## config.mk

```make
export PLATFORM = sky130hd
export DESIGN_NAME = ntt_ctrl_flat
export DESIGN_NICKNAME = d
export VERILOG_FILES = /design/src/rtl/kyber_pkg.sv /design/src/rtl/ntt_ctrl_if.sv /design/src/rtl/ntt_wb_delay.sv /design/src/rtl/ntt_ctrl.sv /design/src/flat_wrapper.sv
export SDC_FILE = /design/constraint.sdc
export NUM_CORES = 1
export LEC_CHECK = 0
export CORE_MARGIN = 4
export CORE_UTILIZATION = 35
export DETAILED_ROUTE_END_ITERATION = 16
export HOLD_SLACK_MARGIN = 0.02
export SLEW_MARGIN = 25
export SYNTH_ARGS = -nofsm -noshare
export SYNTH_HDL_FRONTEND = slang
export SYNTH_HIERARCHICAL = 1
export SYNTH_SLANG_ARGS = --single-unit
```

## constraint.sdc

```tcl
create_clock -name clk -period 4.1 [get_ports clk]
set_input_delay 0.41 -clock clk [delete_from_list [all_inputs] [get_ports clk]]
set_output_delay 0.41 -clock clk [all_outputs]
set_load 0.1 [all_outputs]
```

## src/rtl/kyber_pkg.sv

```systemverilog
// kyber_pkg: shared Kyber constants and the ntt_ctrl state encoding.
//   N          polynomial length (coefficients)
//   LOG_N      address width of the coefficient RAM
//   NTT_LAYERS butterfly layers in one full NTT / inverse NTT
//   KYBER_Q    modulus, kept here for the butterfly unit
package kyber_pkg;

    localparam int N          = 256;
    localparam int LOG_N      = 8;
    localparam int NTT_LAYERS = 7;
    localparam int KYBER_Q    = 3329;

    typedef enum logic [2:0] {
        ST_IDLE,
        ST_RUN,
        ST_GAP,
        ST_DRAIN,
        ST_DONE
    } ntt_state_t;

endpackage

```

## src/rtl/ntt_ctrl_if.sv

```systemverilog
// ntt_ctrl_if: control/address bundle between the NTT sequencer and its host,
// coefficient RAM and butterfly unit.
//   start, inv           host -> sequencer (pass request, direction)
//   busy, done, ct       sequencer status and butterfly mode
//   rd_valid, rd_addr_a, rd_addr_b, tw_addr   read side of one butterfly
//   wr_valid, wr_addr_a, wr_addr_b            aligned write-back strobe
// master = host side, slave = ntt_ctrl.
interface ntt_ctrl_if;

    logic       start;
    logic       inv;
    logic       busy;
    logic       done;
    logic       ct;
    logic       rd_valid;
    logic [7:0] rd_addr_a;
    logic [7:0] rd_addr_b;
    logic [6:0] tw_addr;
    logic       wr_valid;
    logic [7:0] wr_addr_a;
    logic [7:0] wr_addr_b;

    modport master (
        output start, inv,
        input  busy, done, ct, rd_valid, rd_addr_a, rd_addr_b, tw_addr,
               wr_valid, wr_addr_a, wr_addr_b
    );

    modport slave (
        input  start, inv,
        output busy, done, ct, rd_valid, rd_addr_a, rd_addr_b, tw_addr,
               wr_valid, wr_addr_a, wr_addr_b
    );

endinterface

```

## src/rtl/ntt_wb_delay.sv

```systemverilog
// ntt_wb_delay: PIPE_LAT-stage shift register that turns the registered read
// issue {rd_valid, rd_addr_a, rd_addr_b} into the write-back strobe
// {wr_valid, wr_addr_a, wr_addr_b}. Reset clears every stage so writes still
// in flight are dropped.
//   clk, rst  clock, asynchronous active-high reset
//   din       stage-0 input
//   dout      output of the last stage (PIPE_LAT cycles after din)
module ntt_wb_delay #(
    parameter int PIPE_LAT = 8,
    parameter int WIDTH    = 17
) (
    input  logic             clk,
    input  logic             rst,
    input  logic [WIDTH-1:0] din,
    output logic [WIDTH-1:0] dout
);

    logic [PIPE_LAT-1:0][WIDTH-1:0] stage_q;

    always_ff @(posedge clk or posedge rst) begin
        if (rst) begin
            stage_q <= '0;
        end else begin
            stage_q[0] <= din;
            for (int i = 1; i < PIPE_LAT; i++)
                stage_q[i] <= stage_q[i-1];
        end
    end

    assign dout = stage_q[PIPE_LAT-1];

endmodule

```

## src/rtl/ntt_ctrl.sv

```systemverilog
// ntt_ctrl: sequencer for one 256-point Kyber NTT (CT) or inverse NTT (GS)
// pass. Walks 7 layers x 128 butterflies, one per cycle, with a PIPE_LAT
// idle gap between layers so the previous layer's write-backs have landed
// before the next layer reads.
//   clk, rst  clock, asynchronous active-high reset
//   bus       ntt_ctrl_if.slave: start/inv in; busy, done, ct, read
//             addresses + twiddle index, delayed write-back addresses out
// All outputs are registered; outputs lag the FSM state by one cycle.
module ntt_ctrl
    import kyber_pkg::*;
#(
    parameter int PIPE_LAT = 8
) (
    input  logic        clk,
    input  logic        rst,
    ntt_ctrl_if.slave   bus
);

    localparam int         WB_W     = 1 + 2*LOG_N;
    localparam logic [4:0] CNT_LAST = 5'(PIPE_LAT - 1);
    localparam logic [2:0] LAST_LYR = 3'(NTT_LAYERS - 1);

    ntt_state_t state_q, state_d;
    logic [2:0] layer_q, layer_d;
    logic [6:0] idx_q,   idx_d;
    logic [4:0] cnt_q,   cnt_d;
    logic       inv_q,   inv_d;

    logic       busy_q,  busy_d;
    logic       done_q,  done_d;
    logic       ct_q,    ct_d;
    logic       rdv_q,   rdv_d;
    logic [7:0] a_q,     a_d;
    logic [7:0] b_q,     b_d;
    logic [6:0] tw_q,    tw_d;

    // Butterfly address for (layer, idx): idx splits into a group number
    // (upper bits) and an offset inside the group (lower lg bits); groups are
    // 2*len apart. Forward layers shrink len from 128, inverse grow it from 2.
    logic [2:0] lg;
    logic [3:0] lg1;
    logic [7:0] idx8, len, grp, j;
    logic [6:0] tw_calc;

    always_comb begin
        idx8 = {1'b0, idx_q};
        lg   = inv_q ? layer_q + 3'd1 : 3'd7 - layer_q;
        lg1  = {1'b0, lg} + 4'd1;
        len  = 8'd1 << lg;
        grp  = idx8 >> lg;
        j    = (grp << lg1) | (idx8 & (len - 8'd1));
        // (128 >> layer) - 1 equals 7'h7f >> layer, which keeps this 7-bit.
        tw_calc = inv_q ? (7'h7f >> layer_q) - grp[6:0]
                        : (7'd1  << layer_q) + grp[6:0];
    end

    always_comb begin
        state_d = state_q;
        layer_d = layer_q;
        idx_d   = idx_q;
        cnt_d   = cnt_q;
        inv_d   = inv_q;
        ct_d    = ct_q;
        rdv_d   = 1'b0;
        a_d     = '0;
        b_d     = '0;
        tw_d    = '0;
        done_d  = 1'b0;
        busy_d  = (state_q == ST_RUN) || (state_q == ST_GAP) ||
                  (state_q == ST_DRAIN);

        case (state_q)
            ST_IDLE: begin
                if (bus.start) begin
                    inv_d   = bus.inv;
                    ct_d    = ~bus.inv;
                    layer_d = '0;
                    idx_d   = '0;
                    cnt_d   = '0;
                    state_d = ST_RUN;
                end
            end
            ST_RUN: begin
                rdv_d = 1'b1;
                a_d   = j;
                b_d   = j + len;
                tw_d  = tw_calc;
                idx_d = idx_q + 7'd1;
                cnt_d = '0;
                if (idx_q == 7'd127)
                    state_d = (layer_q == LAST_LYR) ? ST_DRAIN : ST_GAP;
            end
            ST_GAP: begin
                if (cnt_q == CNT_LAST) begin
                    layer_d = layer_q + 3'd1;
                    idx_d   = '0;
                    state_d = ST_RUN;
                end else begin
                    cnt_d = cnt_q + 5'd1;
                end
            end
            ST_DRAIN: begin
                // Wait out the write-back pipe so done follows the last write.
                if (cnt_q == CNT_LAST)
                    state_d = ST_DONE;
                else
                    cnt_d = cnt_q + 5'd1;
            end
            ST_DONE: begin
                done_d  = 1'b1;
                state_d = ST_IDLE;
            end
            default: state_d = ST_IDLE;
        endcase
    end

    always_ff @(posedge clk or posedge rst) begin
        if (rst) begin
            state_q <= ST_IDLE;
            layer_q <= '0;
            idx_q   <= '0;
            cnt_q   <= '0;
            inv_q   <= 1'b0;
            busy_q  <= 1'b0;
            done_q  <= 1'b0;
            ct_q    <= 1'b0;
            rdv_q   <= 1'b0;
            a_q     <= '0;
            b_q     <= '0;
            tw_q    <= '0;
        end else begin
            state_q <= state_d;
            layer_q <= layer_d;
            idx_q   <= idx_d;
            cnt_q   <= cnt_d;
            inv_q   <= inv_d;
            busy_q  <= busy_d;
            done_q  <= done_d;
            ct_q    <= ct_d;
            rdv_q   <= rdv_d;
            a_q     <= a_d;
            b_q     <= b_d;
            tw_q    <= tw_d;
        end
    end

    logic [WB_W-1:0] wb_out;

    ntt_wb_delay #(
        .PIPE_LAT (PIPE_LAT),
        .WIDTH    (WB_W)
    ) u_wb_delay (
        .clk  (clk),
        .rst  (rst),
        .din  ({rdv_q, a_q, b_q}),
        .dout (wb_out)
    );

    assign bus.busy      = busy_q;
    assign bus.done      = done_q;
    assign bus.ct        = ct_q;
    assign bus.rd_valid  = rdv_q;
    assign bus.rd_addr_a = a_q;
    assign bus.rd_addr_b = b_q;
    assign bus.tw_addr   = tw_q;
    assign bus.wr_valid  = wb_out[WB_W-1];
    assign bus.wr_addr_a = wb_out[2*LOG_N-1:LOG_N];
    assign bus.wr_addr_b = wb_out[LOG_N-1:0];

endmodule

```

## src/flat_wrapper.sv

```systemverilog
// flat-port wrapper written by rule: the top's interface ports become plain ports
module ntt_ctrl_flat import kyber_pkg::*;
#(
    parameter int PIPE_LAT = 8
)
  (clk, rst, bus_start, bus_inv, bus_busy, bus_done, bus_ct, bus_rd_valid, bus_rd_addr_a, bus_rd_addr_b, bus_tw_addr, bus_wr_valid, bus_wr_addr_a, bus_wr_addr_b);
  ntt_ctrl_if bus_i ();
  input  logic clk;
  input  logic rst;
  input wire logic [$bits(bus_i.start)-1:0] bus_start;
  input wire logic [$bits(bus_i.inv)-1:0] bus_inv;
  output wire logic [$bits(bus_i.busy)-1:0] bus_busy;
  output wire logic [$bits(bus_i.done)-1:0] bus_done;
  output wire logic [$bits(bus_i.ct)-1:0] bus_ct;
  output wire logic [$bits(bus_i.rd_valid)-1:0] bus_rd_valid;
  output wire logic [$bits(bus_i.rd_addr_a)-1:0] bus_rd_addr_a;
  output wire logic [$bits(bus_i.rd_addr_b)-1:0] bus_rd_addr_b;
  output wire logic [$bits(bus_i.tw_addr)-1:0] bus_tw_addr;
  output wire logic [$bits(bus_i.wr_valid)-1:0] bus_wr_valid;
  output wire logic [$bits(bus_i.wr_addr_a)-1:0] bus_wr_addr_a;
  output wire logic [$bits(bus_i.wr_addr_b)-1:0] bus_wr_addr_b;
  assign bus_i.start = bus_start;
  assign bus_i.inv = bus_inv;
  assign bus_busy = bus_i.busy;
  assign bus_done = bus_i.done;
  assign bus_ct = bus_i.ct;
  assign bus_rd_valid = bus_i.rd_valid;
  assign bus_rd_addr_a = bus_i.rd_addr_a;
  assign bus_rd_addr_b = bus_i.rd_addr_b;
  assign bus_tw_addr = bus_i.tw_addr;
  assign bus_wr_valid = bus_i.wr_valid;
  assign bus_wr_addr_a = bus_i.wr_addr_a;
  assign bus_wr_addr_b = bus_i.wr_addr_b;
  ntt_ctrl #(.PIPE_LAT(PIPE_LAT)) u_core (.clk(clk), .rst(rst), .bus(bus_i));
endmodule
```

### Word level (Yosys, flattened, before mapping)

Cells that the tools add are included.

* add/sub/neg operators: 9
* equal/unequal tests: 12
* shift operators: 5
* multiplexer cells: 22
* bitwise operators: 3
* reduce and logical (&&, ||, !) cells: 12

Operators with widths (number)
* two-way mux 7 bit: 4
* two-way mux 3 bit: 7
* one-hot mux 7 bit (3 select lines): 1
* two-way mux 8 bit: 2
* one-hot mux 5 bit (3 select lines): 1
* one-hot mux 3 bit (4 select lines): 1
* two-way mux 5 bit: 2
* != test 2 bit (second input constant): 5
* AND reduction 3 bit: 3
* adder 8 bit: 1
* AND 7 x 8 -> 8 bit: 1
* OR 8 bit: 1
* left shift 1 x 3 -> 8 bit (first input constant): 1
* left shift 8 x 4 -> 8 bit: 1
* right shift 7 x 3 -> 8 bit: 1
* subtractor 8 x 1 -> 8 bit (second input constant): 1
* adder 7 x 1 -> 7 bit (second input constant): 1
* adder 7 bit: 1
* equality test 7 bit (second input constant): 1
* left shift 1 x 3 -> 7 bit (first input constant): 1
* right shift 7 x 3 -> 7 bit (first input constant): 1
* subtractor 7 bit: 1
* equality test 3 x 2 -> 1 bit (second input constant): 2
* equality test 3 bit (second input constant): 2
* 16 further kinds: 20

* flip-flop bits (word level): 182
* word-level logic and storage cells: 83

### Depth between registers and ports, before layout

* depth in word-level cells: 8
* gate-level depth with buffers: 21
* mapped depth without buffers: 19

### Hierarchy

Netlist, hierarchy kept.

By module, submodules not included
* ntt_ctrl: instances 1, cells each 423, area each 3555.9 um^2, seq. area each 1151.1 um^2
* ntt_wb_delay: instances 1, cells each 154, area each 3534.6 um^2, seq. area each 3403.3 um^2

### Worst setup path after synthesis

OpenSTA, ideal clock, no wires.

* kind: flip-flop to flip-flop
* start point: register u_core.layer_q[0]
* end point: register u_core.b_q[7], in the netlist u_core/bus.rd_addr_b[7]
* library setup time: 78 ps
* arrival: 3963 ps
* required time: 4022 ps
* path slack: 59 ps
* stages on the path, launching flop included: 20
* path buffers: 3
* cell sequence: dfrtp_1 buf_4 inv_1 ha_1 and2_1 clkbuf_1 nor2_2 nor2_1 ha_1 clkbuf_1 nor2_1 a22oi_1 o21ai_0 ha_1 a21o_1 a21oi_1 nor2b_1 a211o_1 or3_1 a21oi_1

* word-level cells in the longest chain between the ends: 8
* elaborated cells between the ends (all ways): 12

Ends and longest elaborated chain
* from (decl): line ntt_ctrl.sv:24 `logic [2:0] layer_q, layer_d;`
* from (signal assigned): line ntt_ctrl.sv:133 `layer_q <= layer_d;`
* subtractor 3 bit or adder 3 x 1 -> 3 bit (tied branches): line ntt_ctrl.sv:47 `lg = inv_q ? layer_q + 3'd1 : 3'd7 - layer_q;`
* two-way mux 3 bit *: line ntt_ctrl.sv:47
* left shift 1 x 3 -> 8 bit: line ntt_ctrl.sv:49 `len = 8'd1 << lg;`
* subtractor 8 x 1 -> 8 bit: line ntt_ctrl.sv:51 `j = (grp << lg1) | (idx8 & (len - 8'd1));`
* AND 7 x 8 -> 8 bit: line ntt_ctrl.sv:51
* OR 8 bit: line ntt_ctrl.sv:51
* adder 8 bit *: line ntt_ctrl.sv:86 `b_d = j + len;`
* two-way mux 8 bit *: line ntt_ctrl.sv:72 `case (state_q)`
* named net u_core.b_d[7]: line ntt_ctrl.sv:34 `logic [7:0] b_q, b_d;`
* to (signal assigned): line ntt_ctrl.sv:129 `b_q <= '0;`
* to (signal assigned): line ntt_ctrl.sv:142 `b_q <= b_d;`
* to (decl): line ntt_ctrl.sv:34

Mark *: on every way through the listed nets, which the timed path passes. The rest lies on a longest branch.
A chain may end at the register's enable or synchronous reset.

### Worst setup path after layout

Same ends and word-level chain as after synthesis.

==> qor.csv <==
metric,value,unit
fmax,259,MHz
final worst-path setup slack,242,ps
register area,4560,µm²
final clock skew,12.5,ps
total power,6710,µW
"Hold Vio Cnt, Final",0,
most frequent cells in the layout,"dfrtp_1, clkdlybuf4s50_1, nor2_1",
io pins,48,
largest net degree at the start of global routing,93,
hold path start,u_core/u_wb_delay/stage_q[22],
setup TNS,0,ps
layout cells sized above 1,13.3,%
clk root buf,clkbuf_16,
Antenna Nets Post-Route,0,
total grt overflow,0,
core area,19700,µm²
startpoint types,register,
Synth area leaders,"dfrtp_1, ha_1, a21oi_1",
reg2reg path depth,17,
crit path launch,u_core/layer_q[0],
RR Startpoint,u_core/layer_q[0],
DP Wirelength,9790,µm
Non-Filler Instances,906,
post-synthesis cell area,7090,µm²
# fillers,1797,
area delta synth->final,20.1,%
Placed Cells,871,
fin crit share,94.1,%
Site Rows,51,
reg2reg setup slack,240,ps
number of global-route vias before repair,4393,
Peak VDD IR,0.000404,V
Residual DRC,0,
# port buffers,47,
initial antenna violation count,0,
Max-Cap Viols,0,
WL per Instance,15.5,µm
Post-Syn Nets,614,
Synth Warn #,6,
"Top cell by count, worst path",ha_1,
global-route wire length before repair,22900,µm
Final Critical Period,3860,ps
clk buf depth,2,
reg-to-reg endpoint,u_core/bus.rd_addr_b[7],
top-area cell type share of the netlist area,64.2,%
Hold EP,u_core/u_wb_delay/stage_q[39],
Async SR Flop Fraction,100,%
Pwr Density,789,nW/µm²
Synth Area per Inst,12.3,µm²
die area,22600,µm²
Post-synth EDFFs,0,
DRT Wirelength,14000,µm
leading area contributor after synthesis,dfrtp_1,
Crit path max-delay family,compound AO/OA/AOI/OAI gates,
critical path's slowest cell,dfrtp_1,
Avg Vias per Cell,4.82,
critical path peak fanout,10,
Main synth FF type,dfrtp_1,
worst slew pin tran,1030,ps
CTS buffer count,17,
synthesized instance count,577,
worst hold stages,0,
Pins Over Slew Limit,0,
Critical Setup Path Class,register to register,
drt initial violations,250,
status,finished clean,
DIE WIDTH,150,µm
Seq cells post-synth,182,
Multi-input gate area,2250,µm²
worst rel slew slack,31.5,%
Setup WS pre-CTS,-37.9,ps
"slowest stage delay, CP",410,ps
post-synthesis sequential area ratio,64.2,%
crit path DAT,4210,ps
TritonCTS clock tree,done,
DR pass1 iterations,5,
RSZ-0062 raised after global routing,no,
Vias,4371,
Critical Path End Type,register,
"commonest non-fill, non-tap cell in the layout",dfrtp_1,
Ant. Diodes,0,
post-synth cell types,60,
GRT Overall Usage,13.1,%
Initial Util,36.0,%
Worst Hold Class,register to register,
CP required,4450,ps
final setup fails,0,
Die H,150,µm
Clock transition at path regs,80,ps
Leak,0.00405,µW
CTS Hold Bufs,0,
Final #Nets,665,
H-tree depth,4,
clk_lat worst skew,430,ps
RePlAce Congestion,0.888,
cell chain of the critical path,"ha_1, inv_1, ha_1, nand2b_1, nand2_4, mux2i_2, a22oi_2, a21oi_2, a21oi_2, o21ai_1, ha_1, nand4_1, o31a_2, o211ai_4, a211o_1, or3_1, a21oi_1",
Buf/Inv on CP,1,
clk sink count,182,
-- sequential cells by signal, indices dropped and copies added (netlist names) --
| signal | flops |
|---|---|
| u_core/layer_q | 3 |
| u_core/bus.rd_valid | 1 |
| u_core/u_wb_delay/dout | 17 |
| u_core/idx_q | 7 |
| u_core/bus.done | 1 |
| u_core/cnt_q | 5 |
| u_core/bus.rd_addr_a | 8 |
| u_core/state_q | 3 |
| u_core/inv_q | 1 |
| u_core/bus.ct | 1 |
| u_core/bus.tw_addr | 7 |
| u_core/u_wb_delay/stage_q | 119 |
| u_core/bus.busy | 1 |
| u_core/bus.rd_addr_b | 8 |
-- worst max-delay path by stage --
stage / endpoint / depth (start not counted)
floorplan: u_core/u_wb_delay/dout[0] / 1
global placement: u_core/bus.tw_addr[6] / 19
detailed placement: u_core/bus.tw_addr[6] / 19
CTS: u_core/bus.tw_addr[6] / 19
global route: u_core/bus.rd_addr_b[7] / 17
finish: u_core/bus.rd_addr_b[7] / 17
-- cells by family after synthesis --
logic type      count (synthesis)  synth area share [%]
compound gates                111                  10.5
xor+xnor                       17                  2.10
fa+ha+maj                      33                  6.03
buf+inv                        66                  4.66
flops                         182                  64.2
mux                            10                  1.48
simple gates                  158                  11.0
-- per-layer routing --
metal / track usage [%] / up-vias / part of all wire, %
met1: 16.4 / 2183 / 43
met3: 3.01 / 21 / 4.4
met4: 4.99 / 0 / 2.0
li1: - / 2049 / -
met5: 0 / - / 0
met2: 22.1 / 118 / 50
-- layout make-up --
type / count / area share, %
sequential: 182 / 53.5
clock buffer: 17 / 5.00
multi-input combinational: 329 / 26.5
clock inverter: 15 / 2.26
inverter: 28 / 1.29
timing repair buffer: 70 / 7.55
tap: 265 / 3.89
-- synth_stat cells, types with 7 or more instances --
library cell / count
nor2b_1: 7
clkbuf_1: 16
nor3_1: 15
nor2_1: 41
xnor2_1: 10
a21oi_1: 34
and2_1: 16
inv_1: 27
a21o_1: 9
o21ai_0: 23
and3_1: 8
buf_4: 20
dfrtp_1: 182
nand2b_1: 9
ha_1: 31
nand2_1: 37
xor2_1: 7
-- per-stage QoR --
step | hold slack, ps | area [µm²] | util, %
CTS | 342 | 8440 | 42.8
global route | 346 | 8510 | 43.2
detailed placement | 335 | 7820 | 39.7
floorplan | 331 | 7090 | -
finish | 338 | 8510 | 43.2
global placement | 331 | 7820 | 39.7
-- report_power, final --
part / leakage (µW) / internal (µW) / switching, µW / total, µW
combinational: 0.00131 / 725 / 1860 / 2580
clock: 0.000296 / 841 / 787 / 1630
sequential: 0.00245 / 2280 / 224 / 2500
-- what timing repair did --
action | in CTS | in global routing
setup endpoints to repair | 2 | 3
pin swaps | 0 | 2
setup buffers | 0 | 3
resized for setup | 1 | 15
Note: power is estimated with default switching activity, not from simulation.
